## config.mk

```make
export PLATFORM = sky130hd
export DESIGN_NAME = mips16_control_unit
export DESIGN_NICKNAME = d
export VERILOG_FILES = /design/src/rtl/mips16_pkg.sv /design/src/rtl/mips16_ctrl_decode.sv /design/src/rtl/mips16_control_unit.sv
export SDC_FILE = /design/constraint.sdc
export NUM_CORES = 1
export LEC_CHECK = 0
export CAP_MARGIN = 30
export CORE_AREA = 2 2 39 41
export DETAILED_ROUTE_END_ITERATION = 10
export DIE_AREA = 0 0 41 43
export PLACE_DENSITY_LB_ADDON = 0.3
export SLEW_MARGIN = 20
export SYNTH_ARGS = -nofsm -noshare
export SYNTH_HDL_FRONTEND = slang
export SYNTH_SLANG_ARGS = --single-unit
export TNS_END_PERCENT = 20
```

## constraint.sdc

```tcl
create_clock -name clk -period 0.8 [get_ports clk]
set_input_delay 0.12 -clock clk [delete_from_list [all_inputs] [get_ports clk]]
set_output_delay 0.12 -clock clk [all_outputs]
set_load 0.05 [all_outputs]
```

## src/rtl/mips16_pkg.sv

```systemverilog
// ---------------------------------------------------------------------------
// mips16_pkg
// Shared definitions for the 16-bit MIPS control path:
//   - 4-bit opcode encodings (OP_RTYPE .. OP_SW)
//   - 3-bit ALU operation codes handed to the ALU control stage
//   - ctrl_t: packed control word produced by the main decoder
// ---------------------------------------------------------------------------
package mips16_pkg;

   // Opcode field encodings
   localparam logic [3:0] OP_RTYPE = 4'b0000;
   localparam logic [3:0] OP_ADDI  = 4'b0001;
   localparam logic [3:0] OP_ANDI  = 4'b0010;
   localparam logic [3:0] OP_ORI   = 4'b0011;
   localparam logic [3:0] OP_NORI  = 4'b0100;
   localparam logic [3:0] OP_BEQ   = 4'b0101;
   localparam logic [3:0] OP_BNE   = 4'b0110;
   localparam logic [3:0] OP_SLTI  = 4'b0111;
   localparam logic [3:0] OP_LW    = 4'b1000;
   localparam logic [3:0] OP_SW    = 4'b1001;

   // ALU operation codes
   localparam logic [2:0] ALU_FUNCT = 3'b000;
   localparam logic [2:0] ALU_ADD   = 3'b001;
   localparam logic [2:0] ALU_AND   = 3'b010;
   localparam logic [2:0] ALU_OR    = 3'b011;
   localparam logic [2:0] ALU_NOR   = 3'b100;
   localparam logic [2:0] ALU_BEQ   = 3'b101;
   localparam logic [2:0] ALU_BNE   = 3'b110;
   localparam logic [2:0] ALU_SLT   = 3'b111;

   // Decoded control word. The all-zero value is a harmless R-type decode
   // with no write, which is what reset and unused opcodes rely on.
   typedef struct packed {
      logic       reg_dest;
      logic       alu_src;
      logic       mem_to_reg;
      logic       reg_write;
      logic       mem_read;
      logic       mem_write;
      logic       branch;
      logic [2:0] alu_op;
      logic       illegal_op;
   } ctrl_t;

   localparam ctrl_t CTRL_NOP = '0;

endpackage

```

## src/rtl/mips16_ctrl_decode.sv

```systemverilog
// ---------------------------------------------------------------------------
// mips16_ctrl_decode
// Purely combinational opcode -> control-word lookup.
// Ports:
//   opcode_i : 4-bit instruction opcode
//   ctrl_o   : decoded control word (ctrl_t)
// Unused opcodes and any opcode containing X/Z fall into the default arm,
// which yields a NOP with illegal_op set.
// ---------------------------------------------------------------------------
module mips16_ctrl_decode
   import mips16_pkg::*;
(
   input  logic [3:0] opcode_i,
   output ctrl_t      ctrl_o
);

   always_comb begin
      ctrl_o = CTRL_NOP;
      case (opcode_i)
         OP_RTYPE: begin
            ctrl_o.reg_dest  = 1'b1;
            ctrl_o.reg_write = 1'b1;
            ctrl_o.alu_op    = ALU_FUNCT;
         end
         OP_ADDI: begin
            ctrl_o.alu_src   = 1'b1;
            ctrl_o.reg_write = 1'b1;
            ctrl_o.alu_op    = ALU_ADD;
         end
         OP_ANDI: begin
            ctrl_o.alu_src   = 1'b1;
            ctrl_o.reg_write = 1'b1;
            ctrl_o.alu_op    = ALU_AND;
         end
         OP_ORI: begin
            ctrl_o.alu_src   = 1'b1;
            ctrl_o.reg_write = 1'b1;
            ctrl_o.alu_op    = ALU_OR;
         end
         OP_NORI: begin
            ctrl_o.alu_src   = 1'b1;
            ctrl_o.reg_write = 1'b1;
            ctrl_o.alu_op    = ALU_NOR;
         end
         OP_BEQ: begin
            ctrl_o.branch    = 1'b1;
            ctrl_o.alu_op    = ALU_BEQ;
         end
         OP_BNE: begin
            ctrl_o.branch    = 1'b1;
            ctrl_o.alu_op    = ALU_BNE;
         end
         OP_SLTI: begin
            ctrl_o.alu_src   = 1'b1;
            ctrl_o.reg_write = 1'b1;
            ctrl_o.alu_op    = ALU_SLT;
         end
         OP_LW: begin
            ctrl_o.alu_src    = 1'b1;
            ctrl_o.mem_to_reg = 1'b1;
            ctrl_o.reg_write  = 1'b1;
            ctrl_o.mem_read   = 1'b1;
            ctrl_o.alu_op     = ALU_ADD;
         end
         OP_SW: begin
            ctrl_o.alu_src   = 1'b1;
            ctrl_o.mem_write = 1'b1;
            ctrl_o.alu_op    = ALU_ADD;
         end
         default: begin
            ctrl_o            = CTRL_NOP;
            ctrl_o.illegal_op = 1'b1;
         end
      endcase
   end

endmodule

```

## src/rtl/mips16_control_unit.sv

```systemverilog
// ---------------------------------------------------------------------------
// mips16_control_unit
// Main control decoder with registered outputs (1-cycle latency, one opcode
// accepted per cycle, no handshake).
// Ports:
//   clk        : rising-edge clock
//   rst        : asynchronous active-high reset, clears every output
//   opcode     : 4-bit opcode, sampled on rising clk
//   reg_dest, alu_src, mem_to_reg, reg_write, mem_read, mem_write, branch,
//   alu_op[2:0], illegal_op : registered control outputs
// ---------------------------------------------------------------------------
module mips16_control_unit
   import mips16_pkg::*;
(
   input  logic       clk,
   input  logic       rst,
   input  logic [3:0] opcode,
   output logic       reg_dest,
   output logic       alu_src,
   output logic       mem_to_reg,
   output logic       reg_write,
   output logic       mem_read,
   output logic       mem_write,
   output logic       branch,
   output logic [2:0] alu_op,
   output logic       illegal_op
);

   ctrl_t ctrl_d;
   ctrl_t ctrl_q;

   mips16_ctrl_decode u_decode (
      .opcode_i (opcode),
      .ctrl_o   (ctrl_d)
   );

   // Reset drops any in-flight decode immediately and holds the all-zero word.
   always_ff @(posedge clk or posedge rst) begin
      if (rst) begin
         ctrl_q <= CTRL_NOP;
      end else begin
         ctrl_q <= ctrl_d;
      end
   end

   assign reg_dest   = ctrl_q.reg_dest;
   assign alu_src    = ctrl_q.alu_src;
   assign mem_to_reg = ctrl_q.mem_to_reg;
   assign reg_write  = ctrl_q.reg_write;
   assign mem_read   = ctrl_q.mem_read;
   assign mem_write  = ctrl_q.mem_write;
   assign branch     = ctrl_q.branch;
   assign alu_op     = ctrl_q.alu_op;
   assign illegal_op = ctrl_q.illegal_op;

endmodule

```

### After elaboration in Yosys (flattened, before gate mapping)

Cells that the tools add are included.

| word-level totals | value |
|---|---|
| register bits after elaboration | 10 |
| input port bits | 6 |
| output and inout port bits | 11 |
| logic and storage cells | 31 |

| cells by class | value |
|---|---|
| eq/ne operators | 9 |
| multiplexer cells | 8 |
| reductions and logical operators | 6 |

Operators with widths:

| kind | count |
|---|---|
| $pmux W3 S7 | 1 |
| $eq A4 B3 Y1 const B | 4 |
| $reduce_or A7 Y1 | 2 |
| $reduce_or A10 Y1 | 1 |
| $eq A4 B2 Y1 const B | 2 |
| $eq A4 B4 Y1 const B | 2 |
| $mux W1 | 7 |
| $eq A4 B1 Y1 const B | 1 |
| $logic_not A4 Y1 | 1 |
| $reduce_or A3 Y1 | 1 |
| $reduce_or A2 Y1 | 1 |

### Depth between registers and ports, before layout

Gate-level depths: netlist of run 1.

| depth | value |
|---|---|
| depth after elaboration | 3 |
| depth in mapped cells | 3 |
| gate-level depth less buffers | 2 |

### Hierarchy

From an unflattened synthesis of run 1, not the netlist that was laid out.

| second synthesis, totals | value |
|---|---|
| cells, all modules | 32 |
| area total of the unflattened synthesis | 435.4 µm² |

Modules (own cells, without submodules):

| module | times used | cells an instance | area an instance (µm²) | sequential area each (µm²) |
|---|---|---|---|---|
| mips16_control_unit | 1 | 12 | 279.0 | 275.3 |
| mips16_ctrl_decode | 1 | 20 | 156.4 | 0.0 |

### Worst setup path before layout of run 1

No wires, ideal clock.

| timing path | value |
|---|---|
| kind | register -> output |
| from | reg mem_read (netlist name) |
| to | out mem_to_reg |
| arrival | 0.886 ns |
| data required time | 0.680 ns |
| slack | -0.206 ns |
| stages on the path, launching flop included | 2 |
| path buffers | 1 |
| cells stage by stage | dfrtp_1 -> buf_4 |

RTL lines:

| item | line | text |
|---|---|---|
| end: declaration | mips16_control_unit.sv:20 | `output logic mem_to_reg,` |

==> results of run 1 <==
## layout by cell type (no fill, tap or decap), types with 2 or more instances in the layout
master and instances:
sky130_fd_sc_hd__nor4_4 2, sky130_fd_sc_hd__dfrtp_1 9, sky130_fd_sc_hd__buf_6 2, sky130_fd_sc_hd__buf_4 6
sky130_fd_sc_hd__dlygate4sd2_1 3, sky130_fd_sc_hd__buf_12 11, sky130_fd_sc_hd__nor2b_1 2, sky130_fd_sc_hd__clkbuf_4 3
## flip-flops by register name (all words and copies together) (netlist names)
register,count
illegal_op,1
mem_write,1
alu_src,1
reg_write,1
alu_op,3
reg_dest,1
branch,1
mem_read,1
## worst min-delay path, stage by stage
cell	delay, ns
sky130_fd_sc_hd__clkdlybuf4s50_1	0.40
sky130_fd_sc_hd__inv_1	0.05
sky130_fd_sc_hd__buf_4	0.17
## power by group through the flow
stage	clock [mW]	sequential (mW)	combinational, mW
floorplan	0	0.653	0.0916
global placement	0	0.567	0.353
CTS	0.439	0.559	0.373
detailed placement	0	0.568	0.359
global route	0.461	0.561	0.399
finish	0.430	0.558	0.379
## final timing paths
| path | cells after the start | to | from | slack, ns |
|---|---|---|---|---|
| setup / recovery | 1 | mem_to_reg | mem_read$_DFF_PP0_ | -0.17 |
| hold / removal | 3 | alu_src$_DFF_PP0_ | rst | 0.14 |
| max in group asynchronous | 3 | mem_read$_DFF_PP0_ | rst | 0.52 |
| min in group clk | 2 | mem_read$_DFF_PP0_ | opcode[2] | 0.28 |
## cell families after synthesis
logic type,Yosys count,share of synthesized area
AO/OA/AOI/OAI,4,0.08308
XOR/XNOR,1,0.02006
buffers and inverters,6,0.09165
flip-flops,10,0.5731
multiplexers,1,0.02579
AND/OR/NAND/NOR,10,0.2063
## repair_timing
item / CTS / global route
pin swaps: 0 / 0
buffers inserted: 1 / 0
setup endpoints to repair: 20 / 13
gates cloned: 1 / 0
resized for setup: 11 / 2
hold buffers: 0 / 0
## through the flow
step	total power, mW	hold WS [ns]	area [sq um]	utilization
after detailed placement	0.9272	0.4059	737.0	0.5326
after CTS	1.371	0.1404	808.3	0.5841
after global placement	0.9201	0.4049	737.0	0.5326
after floorplan	0.7444	-0.03989	445.4	-
final	1.368	0.1367	817.0	0.5904
after global routing	1.420	0.1649	817.0	0.5904
## metal layers
layer | vias to the layer above | track usage | wire, um
met4 | 0 | 0.1200 | 40
met5 | - | 0 | 0
met2 | 15 | 0.2125 | 483
met3 | 4 | 0.01571 | 46
met1 | 162 | 0.1073 | 247
li1 | 150 | - | -
## area by class of cell
cell class,count,share of cell area
clock buffer,4,0.04441
timing repair buffer,24,0.4104
tap,16,0.02450
sequential,10,0.3078
multi-input combinational,16,0.2083
inverter,1,0.004594
==> flow_summary.json, run 1 <==
{
  "detailedRoute.firstPassIterationCount": 3,
  "slew_violations": 0,
  "cp_cell_sequence": "buf_12",
  "failed_checks": "setup timing",
  "outcome": "finished with violations",
  "fin_cells": 71,
  "synthesized_netlist_net_count": 38,
  "maximum_number_of_pins_on_one_net_before_global_route_repair": 11,
  "area_overhead_of_the_layout_relative_to_synthesis_pct": 87.11,
  "cpPeakStageDelay_ns": 0.44,
  "crit_path_end_kind": "output pin",
  "place_hpwl_um": 638.9,
  "postRouteWirelength_um": 817,
  "post_drt_wl_per_cell_um": 11.51,
  "setup_viol_count_final": 12,
  "synth.yosys.seq_area_share": 0.5731,
  "synth_ff_type": "sky130_fd_sc_hd__dfrtp_1",
  "synth_cell_type_count": 21,
  "setup.worst_path.start_class": "flop",
  "rows": 14,
  "ys_ff_latch": 10,
  "cts_buffers": 3,
  "fin_nets": 62,
  "max_freq_ghz": 1.028,
  "dpl_worst_slack_ns": -0.5143,
  "cell_internal_pwr_mw": 1.002,
  "grt_pass1_vias": 335,
  "path_delay_family": "flip-flops",
  "netSwitchingFraction": 0.2678,
  "multi_input_comb_area_sq_um": 170.2,
  "max-clock-path-buffers": 2,
  "worst_slew_pin_slew_ns": 0.3039,
  "filler_cell_count": 109,
  "synthTopCellsByArea": "sky130_fd_sc_hd__dfrtp_1, sky130_fd_sc_hd__nor4_4, sky130_fd_sc_hd__buf_4",
  "tritoncts": "built",
  "postSynthAreaPerCell_sq_um": 13.65,
  "synth_top_area_cell": "sky130_fd_sc_hd__dfrtp_1",
  "setup_ws_ns": -0.1729,
  "worstPathMaxFanout": 2,
  "relSlewSlack": 0.7959,
  "cp.required_ns": 0.68,
  "clk_root_buffer_cell": "sky130_fd_sc_hd__clkbuf_4",
  "cpMaxStageDelayCell": "sky130_fd_sc_hd__dfrtp_2",
  "antenna_found_initial": 0,
  "timing.final.crit_share": 1.216,
  "start_util": 0.3156,
  "tns_ns": -1.510,
  "remaining_routing_drc_violations": 0,
  "die-height_um": 43,
  "routed_via_density": 4.662,
  "combPwrFrac": 0.277,
  "most_repeated_cell_in_the_gate_level_netlist_after_synthesis": "sky130_fd_sc_hd__dfrtp_1",
  "io_buffers": 16,
  "clock_sinks": 10,
  "netlist.area_leader.share": 0.5731,
  "drv.max_cap_violation_count": 0,
  "finalWeightedCongestion": 0.7257,
  "ratio_of_cells_with_drive_above_1_in_the_final_layout": 0.5636,
  "wire_length_of_the_first_global_routing_pass_um": 1359,
  "grt_setup_unrepaired": "true",
  "timing.critical_path.arrival_ns": 0.85,
  "num_vias": 331,
  "postRouteAntennaNets": 0,
  "netlist_instances": 32,
  "synthTopCellsByCount": "sky130_fd_sc_hd__dfrtp_1, sky130_fd_sc_hd__buf_4, sky130_fd_sc_hd__nor2b_1",
  "chip_width_um": 41,
  "grt_util_all_layers": 0.1232,
  "design.die.area_sq_um": 1763,
  "area.sequential_sq_um": 251.5,
  "hold_path_class": "input port to async pin",
  "synth_enable_flop_cells": 0,
  "timing.final.crit_period_ns": 0.9729,
  "clk_transition_reported_paths_ns": 0.06,
  "final-hold-violation-count": 0,
  "critical_path_buf_inv_count": 1,
  "synth_area_sq_um": 436.7,
  "p_leak_nw": 0.3792,
  "fp.coreArea_sq_um": 1384,
  "power_per_cell_area_nw_per_um2": 1674,
  "ir_drop_mv": 0.9035,
  "htree_levels": 1,
  "global_route.overflow_total": 0,
  "yosys_warnings": 0,
  "timing.setup.critical_path_class": "flop to output pin",
  "power.share.clock": 0.315,
  "placed_cells": 65,
  "p_switching_uw": 366.3,
  "i_o_pin_count": 17,
  "asyncSetResetFlopFracSynth": 1.000,
  "power_frac_seq": 0.408,
  "detail_route.iter0.violations": 3,
  "number_of_antenna_cells_inserted": 0
}
Note: power is estimated with default switching activity, not from simulation.
==> run 2, diff against run 1 <==
Settings changed: SETUP_SLACK_MARGIN set to 0.02.
==> flow_summary.json, run 2 (synthesis gave the netlist of run 1 again) <==
{
  "outcome": "finished with violations",
  "failed_checks": "setup timing",
  "cpMaxStageDelayCell": "sky130_fd_sc_hd__dfrtp_2",
  "worst_slew_pin_slew_ns": 0.2540,
  "clk_root_buffer_cell": "sky130_fd_sc_hd__clkbuf_4",
  "drv.max_cap_violation_count": 0,
  "ir_drop_mv": 0.8966,
  "slew_violations": 0,
  "htree_levels": 1,
  "fin_nets": 63,
  "remaining_routing_drc_violations": 0,
  "number_of_antenna_cells_inserted": 0,
  "detail_route.iter0.violations": 2,
  "timing.final.crit_period_ns": 0.9722,
  "timing.critical_path.arrival_ns": 0.85,
  "fp.coreArea_sq_um": 1384,
  "worstPathMaxFanout": 2,
  "area_overhead_of_the_layout_relative_to_synthesis_pct": 85.67,
  "p_leak_nw": 0.3804,
  "crit_path_end_kind": "output pin",
  "max_freq_ghz": 1.029,
  "cp.required_ns": 0.68,
  "die-height_um": 43,
  "path_delay_family": "flip-flops",
  "design.die.area_sq_um": 1763,
  "io_buffers": 16,
  "relSlewSlack": 0.8294,
  "timing.final.crit_share": 1.215,
  "grt_util_all_layers": 0.1170,
  "finalWeightedCongestion": 0.7257,
  "final-hold-violation-count": 0,
  "clk_transition_reported_paths_ns": 0.06,
  "maximum_number_of_pins_on_one_net_before_global_route_repair": 11,
  "hold_path_class": "input port to async pin",
  "clock_sinks": 10,
  "cpPeakStageDelay_ns": 0.44,
  "fin_cells": 72,
  "setup_viol_count_final": 12,
  "timing.setup.critical_path_class": "flop to output pin",
  "rows": 14,
  "most-common-layout-cells": "sky130_fd_sc_hd__buf_12, sky130_fd_sc_hd__dfrtp_1, sky130_fd_sc_hd__buf_4",
  "grt_pass1_vias": 331,
  "placed_cells": 65,
  "num_vias": 335,
  "cts_buffers": 3,
  "utilization_of_the_core_after_routing": 0.5859,
  "setup.worst_path.start_class": "flop",
  "post_drt_wl_per_cell_um": 11.17,
  "critical_path_buf_inv_count": 1,
  "setup_ws_ns": -0.1722,
  "global_route.overflow_total": 0,
  "place_hpwl_um": 638.9,
  "crit_start": "mem_read$_DFF_PP0_",
  "power_per_cell_area_nw_per_um2": 1683,
  "max-clock-path-buffers": 2,
  "tritoncts": "built",
  "chip_width_um": 41,
  "start_util": 0.3156,
  "wire_length_of_the_first_global_routing_pass_um": 1304,
  "grt_setup_unrepaired": "true",
  "largest_reg_flops": 3,
  "detailedRoute.firstPassIterationCount": 3,
  "ratio_of_cells_with_drive_above_1_in_the_final_layout": 0.5714,
  "postRouteWirelength_um": 804,
  "final_common_cell": "sky130_fd_sc_hd__buf_12",
  "routed_via_density": 4.653,
  "filler_cell_count": 110,
  "cp_cell_sequence": "buf_12",
  "antenna_found_initial": 0,
  "i_o_pin_count": 17,
  "postRouteAntennaNets": 0
}
[run 2: timing repair]
| action | 4_1_cts | 5_1_grt |
|---|---|---|
| endpoints found under the hold margin | 0 | 0 |
| hold buffers | 0 | 0 |
| endpoints found under the setup margin | 20 | 16 |
| gates resized for setup | 11 | 1 |
| setup buffers | 3 | 0 |
| pin swaps | 1 | 1 |
[run 2: power by group]
part / internal (mW) / switching, mW
Clock: 0.276 / 0.158
Sequential: 0.534 / 0.0240
Combinational: 0.189 / 0.184
[run 2: per-stage QoR]
| stage | area, sq um | hold slack [ns] | total power [mW] | setup WS [ns] | TNS [ns] |
|---|---|---|---|---|---|
| 2_1_floorplan | 445.4 | -0.03989 | 0.7444 | -0.01701 | -0.01701 |
| 3_3_place_gp | 737.0 | 0.4049 | 0.9201 | -0.4682 | -3.391 |
| 3_5_place_dp | 737.0 | 0.4059 | 0.9272 | -0.5143 | -3.978 |
| 4_1_cts | 815.8 | 0.1404 | 1.375 | -0.1795 | -1.621 |
| 5_1_grt | 810.8 | 0.1649 | 1.414 | -0.1899 | -1.840 |
| 6_report | 810.8 | 0.1344 | 1.365 | -0.1722 | -1.554 |
[run 2: worst max path at each step]
stage / endpoint / slack [ns] / cells after the start
3_5_place_dp: alu_src$_DFF_PP0_ / -0.51 / 3
6_report: mem_to_reg / -0.17 / 1
3_3_place_gp: alu_src$_DFF_PP0_ / -0.47 / 3
5_1_grt: mem_to_reg / -0.19 / 1
2_1_floorplan: mem_to_reg / -0.02 / 1
4_1_cts: mem_to_reg / -0.18 / 1
[run 2: layout make-up]
type / instances / area [sq um] / share of cell area
Clock buffer: 4 / 36.28 / 0.04475
Inverter: 1 / 3.754 / 0.004630
Multi-Input combinational cell: 16 / 161.4 / 0.1991
Sequential cell: 10 / 251.5 / 0.3102
Tap cell: 16 / 20.02 / 0.02469
Timing Repair Buffer: 25 / 337.8 / 0.4167
[run 2: metal layers]
layer	GRT usage	wire length, um	up-vias	part of all wire
met4	0.1200	40	0	0.050
met5	0	0	-	0
met3	0.01571	47	4	0.058
li1	-	-	153	-
met1	0.1003	246	163	0.31
met2	0.2000	471	15	0.59
